File: src/rtl/shift_arbiter.sv
// Round-robin arbiter that lets four requesters share one serial shifter.
// Requesters post operands; one is granted, the shifter is issued, its result
// (or a timeout) is returned with a one-cycle done pulse to that requester.
module shift_arbiter (
    input  logic        clk_i,
    input  logic        reset_ni,
    input  logic [3:0]  req_i,
    input  logic [3:0]  rl_i,
    input  logic [3:0]  al_i,
    input  logic [15:0] amt_i,
    input  logic [63:0] data_i,
    output logic [3:0]  gnt_o,
    output logic [3:0]  done_o,
    output logic        err_o,
    output logic [15:0] result_o,
    output logic        busy_o,
    output logic        sh_write_pulse_o,
    output logic        sh_right_left_o,
    output logic        sh_arith_logic_o,
    output logic [3:0]  sh_shift_amount_o,
    output logic [15:0] sh_data_o,
    input  logic        sh_ready_pulse_i,
    input  logic [15:0] sh_data_i
);

    typedef enum logic [1:0] {
        StIdle  = 2'd0,
        StIssue = 2'd1,
        StWait  = 2'd2,
        StDone  = 2'd3
    } state_e;

    // Counter value in the last WAIT cycle before giving up. The counter is
    // zero in the first WAIT cycle and done_o is registered out of DONE, so a
    // timed-out request reports done_o/err_o 18 cycles after WAIT entry.
    localparam logic [4:0] TimeoutLast = 5'd16;

    state_e      r_state;
    state_e      w_state_d;

    logic [1:0]  r_last_grant;
    logic [1:0]  r_idx;
    logic [3:0]  r_gnt;
    logic [3:0]  r_done;
    logic        r_err;
    logic        r_timed_out;
    logic        r_rl;
    logic        r_al;
    logic [3:0]  r_amt;
    logic [15:0] r_data;
    logic [15:0] r_stage;
    logic [15:0] r_result;
    logic [4:0]  r_cnt;

    logic [1:0]  w_start;
    logic [3:0]  w_rot;
    logic [1:0]  w_off;
    logic [1:0]  w_winner;
    logic        w_any;
    logic        w_grant;
    logic [3:0]  w_sel_amt;
    logic [15:0] w_sel_data;
    logic        w_sel_rl;
    logic        w_sel_al;
    logic        w_ready_hit;
    logic        w_timeout;
    logic        w_drive_sh;

    // Round-robin pick: rotate requests so the search starts after the last
    // winner, take the lowest set bit, then rotate the offset back.
    always_comb begin
        w_start  = r_last_grant + 2'd1;
        w_rot    = 4'({req_i, req_i} >> w_start);
        w_any    = |req_i;
        w_off    = 2'd0;
        if (w_rot[0]) begin
            w_off = 2'd0;
        end else if (w_rot[1]) begin
            w_off = 2'd1;
        end else if (w_rot[2]) begin
            w_off = 2'd2;
        end else begin
            w_off = 2'd3;
        end
        w_winner   = w_start + w_off;
        w_sel_amt  = amt_i[{w_winner, 2'b00} +: 4];
        w_sel_data = data_i[{w_winner, 4'b0000} +: 16];
        w_sel_rl   = rl_i[w_winner];
        w_sel_al   = al_i[w_winner];
    end

    // Event decodes; a ready pulse outside WAIT is simply not looked at.
    always_comb begin
        w_grant     = (r_state == StIdle) && w_any;
        w_ready_hit = (r_state == StWait) && sh_ready_pulse_i;
        w_timeout   = (r_state == StWait) && !sh_ready_pulse_i && (r_cnt == TimeoutLast);
        w_drive_sh  = (r_state == StIssue) || (r_state == StWait);
    end

    // Next-state logic.
    always_comb begin
        w_state_d = r_state;
        unique case (r_state)
            StIdle: begin
                if (w_any) begin
                    // A zero amount never gets a ready pulse, so skip the shifter.
                    w_state_d = (w_sel_amt != 4'd0) ? StIssue : StDone;
                end
            end
            StIssue: begin
                w_state_d = StWait;
            end
            StWait: begin
                if (w_ready_hit || w_timeout) begin
                    w_state_d = StDone;
                end
            end
            StDone: begin
                w_state_d = StIdle;
            end
            default: begin
                w_state_d = StIdle;
            end
        endcase
    end

    // State register.
    always_ff @(posedge clk_i or negedge reset_ni) begin
        if (!reset_ni) begin
            r_state <= StIdle;
        end else begin
            r_state <= w_state_d;
        end
    end

    // Latch the winner's request fields on the grant edge.
    always_ff @(posedge clk_i or negedge reset_ni) begin
        if (!reset_ni) begin
            r_last_grant <= 2'd3;
            r_idx        <= 2'd0;
            r_rl         <= 1'b0;
            r_al         <= 1'b0;
            r_amt        <= 4'd0;
            r_data       <= 16'h0000;
        end else if (w_grant) begin
            r_last_grant <= w_winner;
            r_idx        <= w_winner;
            r_rl         <= w_sel_rl;
            r_al         <= w_sel_al;
            r_amt        <= w_sel_amt;
            r_data       <= w_sel_data;
        end
    end

    // Result staging and WAIT-cycle counter; the stage holds the pending
    // result until DONE publishes it.
    always_ff @(posedge clk_i or negedge reset_ni) begin
        if (!reset_ni) begin
            r_stage     <= 16'h0000;
            r_timed_out <= 1'b0;
            r_cnt       <= 5'd0;
        end else begin
            if (w_grant) begin
                r_stage     <= w_sel_data;
                r_timed_out <= 1'b0;
            end
            if (r_state == StIssue) begin
                r_cnt <= 5'd0;
            end
            if (w_ready_hit) begin
                r_stage <= sh_data_i;
            end else if (w_timeout) begin
                r_stage     <= 16'h0000;
                r_timed_out <= 1'b1;
            end else if (r_state == StWait) begin
                r_cnt <= r_cnt + 5'd1;
            end
        end
    end

    // Registered grant, completion and error pulses plus the published result.
    always_ff @(posedge clk_i or negedge reset_ni) begin
        if (!reset_ni) begin
            r_gnt    <= 4'd0;
            r_done   <= 4'd0;
            r_err    <= 1'b0;
            r_result <= 16'h0000;
        end else begin
            r_gnt  <= w_grant ? (4'b0001 << w_winner) : 4'd0;
            r_done <= (r_state == StDone) ? (4'b0001 << r_idx) : 4'd0;
            r_err  <= (r_state == StDone) && r_timed_out;
            if (r_state == StDone) begin
                r_result <= r_stage;
            end
        end
    end

    // Outputs; shifter controls stay steady from ISSUE through WAIT.
    always_comb begin
        gnt_o             = r_gnt;
        done_o            = r_done;
        err_o             = r_err;
        result_o          = r_result;
        busy_o            = (r_state != StIdle);
        sh_write_pulse_o  = (r_state == StIssue);
        sh_right_left_o   = w_drive_sh ? r_rl : 1'b0;
        sh_arith_logic_o  = w_drive_sh ? r_al : 1'b0;
        sh_shift_amount_o = w_drive_sh ? r_amt : 4'd0;
        sh_data_o         = w_drive_sh ? r_data : 16'h0000;
    end

endmodule

File: config.mk
export PLATFORM = sky130hd
export DESIGN_NAME = shift_arbiter
export DESIGN_NICKNAME = d
export VERILOG_FILES = /design/src/rtl/shift_arbiter.sv
export SDC_FILE = /design/constraint.sdc
export NUM_CORES = 1
export LEC_CHECK = 0
export CORE_ASPECT_RATIO = 0.8
export CORE_UTILIZATION = 30
export CTS_CLUSTER_SIZE = 20
export DETAILED_ROUTE_END_ITERATION = 10
export PLACE_DENSITY_LB_ADDON = 0.08
export SLEW_MARGIN = 20
export SYNTH_ARGS = -nofsm -noshare
export SYNTH_HDL_FRONTEND = slang
export SYNTH_SLANG_ARGS = --single-unit
File: constraint.sdc
create_clock -name clk_i -period 6 [get_ports clk_i]
set_input_delay 0.6 -clock clk_i [delete_from_list [all_inputs] [get_ports clk_i]]
set_output_delay 0.6 -clock clk_i [all_outputs]
set_load 0.02 [all_outputs]
Word level (Yosys, flattened, before mapping)
Index checks and enable logic that the tools add are counted.

operators by class
  reduce and logical (&&, ||, !) cells = 14
  shifts and indexed selects = 5
  $add $sub $neg = 3
  magnitude comparators = 1
  equal/unequal tests = 6
  multiplexer cells = 27

operators by type and width
  operator             count
  $mux 16              4
  $shiftx 64x7->16     1
  $mux 5               4
  $shiftx 16x5->4      1
  $mux 4               3
  $mux 2               5
  $mux 1               8
  $pmux 2 s4           1
  $shl 1x2->4 const A  2
  $shr 8x2->3          1
  $add 5x1->5 const B  1
  $eq 5x5->1 const B   1
  $logic_and 1x1->1    5
  $bmux 1 s2           2
  $eq 2x2->1 const B   2
  $reduce_bool 4->1    1
  $reduce_or 4->1      1
  $lt 2x3->1 const B   1
  $reduce_bool 3->1    1
  $add 2x1->2 const B  1
  $add 2x2->2          1
  $eq 2x1->1 const B   1
  $logic_not 2->1      1
  $logic_or 1x1->1     2
  other kinds (5)      5

storage, ports and cells
  output and inout bits = 49
  register bits = 75
  input bits = 111
  logic and storage cells = 70

Depth between registers and ports, before layout
  word-level depth = 11
  gate-level depth with buffers = 12
  mapped depth without buffers = 9

Worst setup path before layout
OpenSTA, ideal clock, no wires.

  kind = register to register
  start = reg r_last_grant[1]
  end = reg r_stage[5]
  required time = 5.870 ns
  stages on the path, launching flop included = 13
  clock period less this slack = 2.517 ns
  library setup time = 0.130 ns
  path buffers = 3
  data arrival time = 2.386 ns
  path slack = 3.483 ns
  cells stage by stage = dfstp_2 buf_6 nand2b_1 a21oi_1 o21ai_0 o21ai_0 ha_1 clkbuf_1 buf_2 mux2i_1 o21ai_0 o211ai_1 o21ai_1

on the way
  word-level cells in the longest chain between the ends = 10

RTL lines
  item                    line  text
  from (decl)             41    logic [1:0] r_last_grant;
  from (signal assigned)  146   r_last_grant <= w_winner;
  $add 2x1->2 (*)         72    w_start = r_last_grant + 2'd1;
  $shr 8x2->3 (*)         73    w_rot = 4'({req_i, req_i} >> w_start);
  $mux 1                  80    end else if (w_rot[2]) begin
  $mux 2                  78    end else if (w_rot[1]) begin
  $mux 2 (*)              76    if (w_rot[0]) begin
  $add 2x2->2 (*)         85    w_winner = w_start + w_off;
  named net w_winner[0]   58    logic [1:0] w_winner;
  $shiftx 64x7->16 (*)    87    w_sel_data = data_i[{w_winner, 4'b0000} +: 16];
  $mux 16 (*)             163   if (w_grant) begin
  $mux 16 (*)             172   end else if (w_timeout) begin
  $mux 16 (*)             170   if (w_ready_hit) begin
  to (signal assigned)    164   r_stage <= w_sel_data;
  to (signal assigned)    171   r_stage <= sh_data_i;
  to (decl)               51    logic [15:0] r_stage;

Mark *: on every way through the listed nets, which the timed path passes. The rest lies on a longest branch. The select of a mux whose other input is x is not followed.
A chain may end at the register's enable or synchronous reset.

Worst setup path in the final report
  start = in req_i[1]
  end = reg r_stage[11]

on the way
  word-level cells in the longest chain between the ends = 9
  elaborated cells on any way between the ends = 12
  classes of those cells = add/sub (1); shift (2); mux (6); reduce/logical (3)

RTL lines
  item              line  text
  from (decl)       7     input logic [3:0] req_i,
  $shr 8x2->3       73
  $mux 1            80
  $mux 2            78
  $mux 2            76
  $add 2x2->2       85
  $shiftx 64x7->16  87
  $mux 16           163
  $mux 16           172
  $mux 16           170

Parallel ways exist; a longest one is shown, timed or not. The select of a mux whose other input is x is not followed.

==> out/qor.yml <==
synthCells: 395
synth_top_family_by_area: "compound AO/OA/AOI/OAI gates"
critPathLaunchType: "primary input"
ant_nets: 0
grt_usage_pct: 19.39
finalSetupViolations: 0
synth_ff_type: "dfrtp_1"
via_per_inst: 4.946
cpMaxStageDelayCell: "nor3b_2"
cap_violations: 0
hp-class: "primary input to asynchronous set/reset pin"
ioPinCount: 160
postCtsSetupRepairBufs: 0
drive_gt1_share_pct: 11.74
vias: 3561
p_sw_share_pct: 43.44
critPathBufInv: 1
diodes: 0
synthAdderAreaFrac_pct: 2.173
die_x_microns: 131.6
routed_wl_microns: 12890
grt_overflow: 0
die-area_sq_um: 13900
dr.pass1.iters: 4
syn_avg_cell_area_sq_um: 10.20
synth_compound_area_share_pct: 17.70
crit_arrival_ns: 3.57
max_freq_ghz: 0.3013
wire_per_inst_microns: 17.90
slew_headroom_pct: 24.26
drcViolationCount: 0
syn-num-nets: 513
pre_cts_slack_ns: 2.364
required_ns: 6.25
slew_viol_final: 0
p_leak_nw: 2.494
cts-root-buf: "clkbuf_16"
power_density_nw_per_um2: 575.0
gp_congestion: 0.8224
p_int_mw: 1.964
grt_antenna_before_repair: 0
synth-xor-area-share_pct: 0.2173
reg2reg_from: "r_last_grant[1]"
n_fill_cell: 1225
row_count: 37
worstSetupPathType: "primary input to register"
p_seq_share_pct: 25.5
reg2regPathDepth: 9
drt_iter0_drc: 170
rr_endpoint: "r_stage[11]"
synth-async-reset-ratio_pct: 100.0
synth.distinct_cells: 43
synth_area_sq_um: 4030
fin_crit_sh_pct: 55.31
numCtsBuffers: 9
synth_mux_area_share_pct: 14.65
pwr-share-clk_pct: 16.2
power_switching_mw: 1.508
ir_drop_mv: 0.1938
tritoncts: "yes"
syn2layout_area_growth_pct: 49.86
die_y_microns: 105.7
post-route-min-period_ns: 3.319
grt_pass1_wl_microns: 20420
synth-edff-count: 0
fin_nets: 658
fin_ws_ns: 2.681
regToRegSetupSlack_ns: 2.91
yosysSeqAreaShare_pct: 46.63
fp.coreArea_sq_um: 12960
status: "completed"
tns_ns: 0
synthSimpleGateAreaFrac_pct: 14.56
tightest_slew_ns: 1.135
cts_resized: 0
cp_cell_sequence: "clkdlybuf4s50_1, nand2_1, a21oi_1, a21oi_1, o21ai_0, ha_2, nor3b_2, or2_4, o211ai_1, o21ai_1"
multi_input_area_sq_um: 1994
cts.clk_slew.worst_paths_ns: 0.06
portBuffers: 159
crit_top_cell: "a21oi_1"
setup.worst_path.end_class: "register"
cts_hold_buf: 0
insertion_delay_ns: 0.34
grt_pass1_vias: 3592
final_common_cell: "clkdlybuf4s50_1"
grt_max_degree: 76
yosysWarnings: 0
layout_common_cells: "clkdlybuf4s50_1, dfrtp_1, nand2_1"
start_util_pct: 31.09
critical_path.max_stage_delay_ns: 0.80
synth_seq_cells: 75
hold_viol_final: 0
fin_total_pwr_mw: 3.473
cts.sink_count: 75
finalClockSkew_ns: 0.01034
clockBufferDepth: 2
pwr-share-comb_pct: 58.2
crit_family: "simple AND/OR/NAND/NOR gates"
rsz0062_at_grt: "no"
htreeDepth: 3
regArea_sq_um: 1879
dp_hpwl_microns: 9456
crit_fanout: 30
Yosys cell counts (2+ instances only):
cell / instances / share of area (%)
mux2i_1: 23 / 5.7
o31ai_1: 2 / 0.37
nor4_1: 3 / 0.47
and2_1: 24 / 3.7
o211ai_1: 15 / 2.8
nor3_1: 3 / 0.37
o311ai_1: 4 / 0.87
nand2_1: 55 / 5.1
mux2_2: 32 / 8.9
o21ai_0: 30 / 3.7
buf_2: 2 / 0.25
or4_1: 2 / 0.37
a32oi_1: 17 / 3.7
nand3b_1: 2 / 0.37
inv_1: 7 / 0.65
nor2_1: 11 / 1.0
a21oi_1: 4 / 0.50
dfrtp_1: 73 / 45
nand2b_1: 9 / 1.4
nor3b_1: 2 / 0.37
clkbuf_1: 21 / 2.0
o21ai_1: 17 / 2.1
buf_6: 4 / 1.1
ha_1: 7 / 2.2
o2111ai_1: 6 / 1.3
o311ai_2: 2 / 0.81
dfstp_2: 2 / 1.3
power groups by stage:
stage               logic (mW)  clock network, mW  registers, mW
global placement          2.03                  0          0.886
detailed placement        2.04                  0          0.888
global route              2.20              0.601          0.917
CTS                       2.05              0.576          0.883
floorplan                 1.25                  0          0.924
finish                    2.02              0.563          0.887
per-layer routing:
| metal | vias to the layer above | routed length [microns] | GRT usage [%] | share of wire (%) |
|---|---|---|---|---|
| met5 | - | 0 | 0 | 0 |
| met4 | 0 | 93 | 4.236 | 0.72 |
| met3 | 8 | 836 | 5.820 | 6.5 |
| met2 | 137 | 5337 | 26.95 | 41 |
| met1 | 1692 | 6618 | 28.98 | 51 |
| li1 | 1724 | - | - | - |
metrics by stage:
step	util [%]	area, sq um	instances	hold slack, ns
CTS	46.59	6040	720	0.4700
finish	46.59	6040	720	0.4035
global placement	44.21	5731	704	0.4552
detailed placement	44.21	5731	704	0.4567
global route	46.59	6040	720	0.4901
floorplan	-	4030	395	0.3044
sequential cells by signal (all words and copies together), names as in the netlist, 4 cells and up:
signal	cells
gnt_o	4
r_amt	4
result_o	16
r_data	16
r_cnt	5
r_stage	16
done_o	4
how the worst max path moves through the flow:
stage	startpoint	to	slack (ns)	depth (start not counted)
finish	req_i[1]	r_stage[11]	2.68	10
global route	req_i[2]	r_stage[11]	2.48	10
CTS	req_i[1]	r_stage[11]	2.70	10
detailed placement	req_i[1]	r_stage[11]	2.36	10
global placement	req_i[2]	r_state[1]	2.46	11
floorplan	r_last_grant[1]	r_stage[5]	3.48	12
cell families (layout without fill, tap and decap cells):
family                     after synthesis  in the layout
AOI/OAI and AO/OA                      104            104
xor gates and xnor gates                 1              1
muxes                                   55             55
DFF                                     75             75
and+or+nand+nor                        118            118
buffers and inverters                   35            185
adders and majority gates                7              7
final cells by class:
class | count | area share [%]
timing repair buffer | 162 | 26.68
sequential | 75 | 31.12
inverter | 7 | 0.4351
tap | 175 | 3.625
multi-input combinational | 285 | 33.02
clock buffer | 9 | 3.729
clock inverter | 7 | 1.388
No activity file was read; power rests on OpenSTA's default activity.
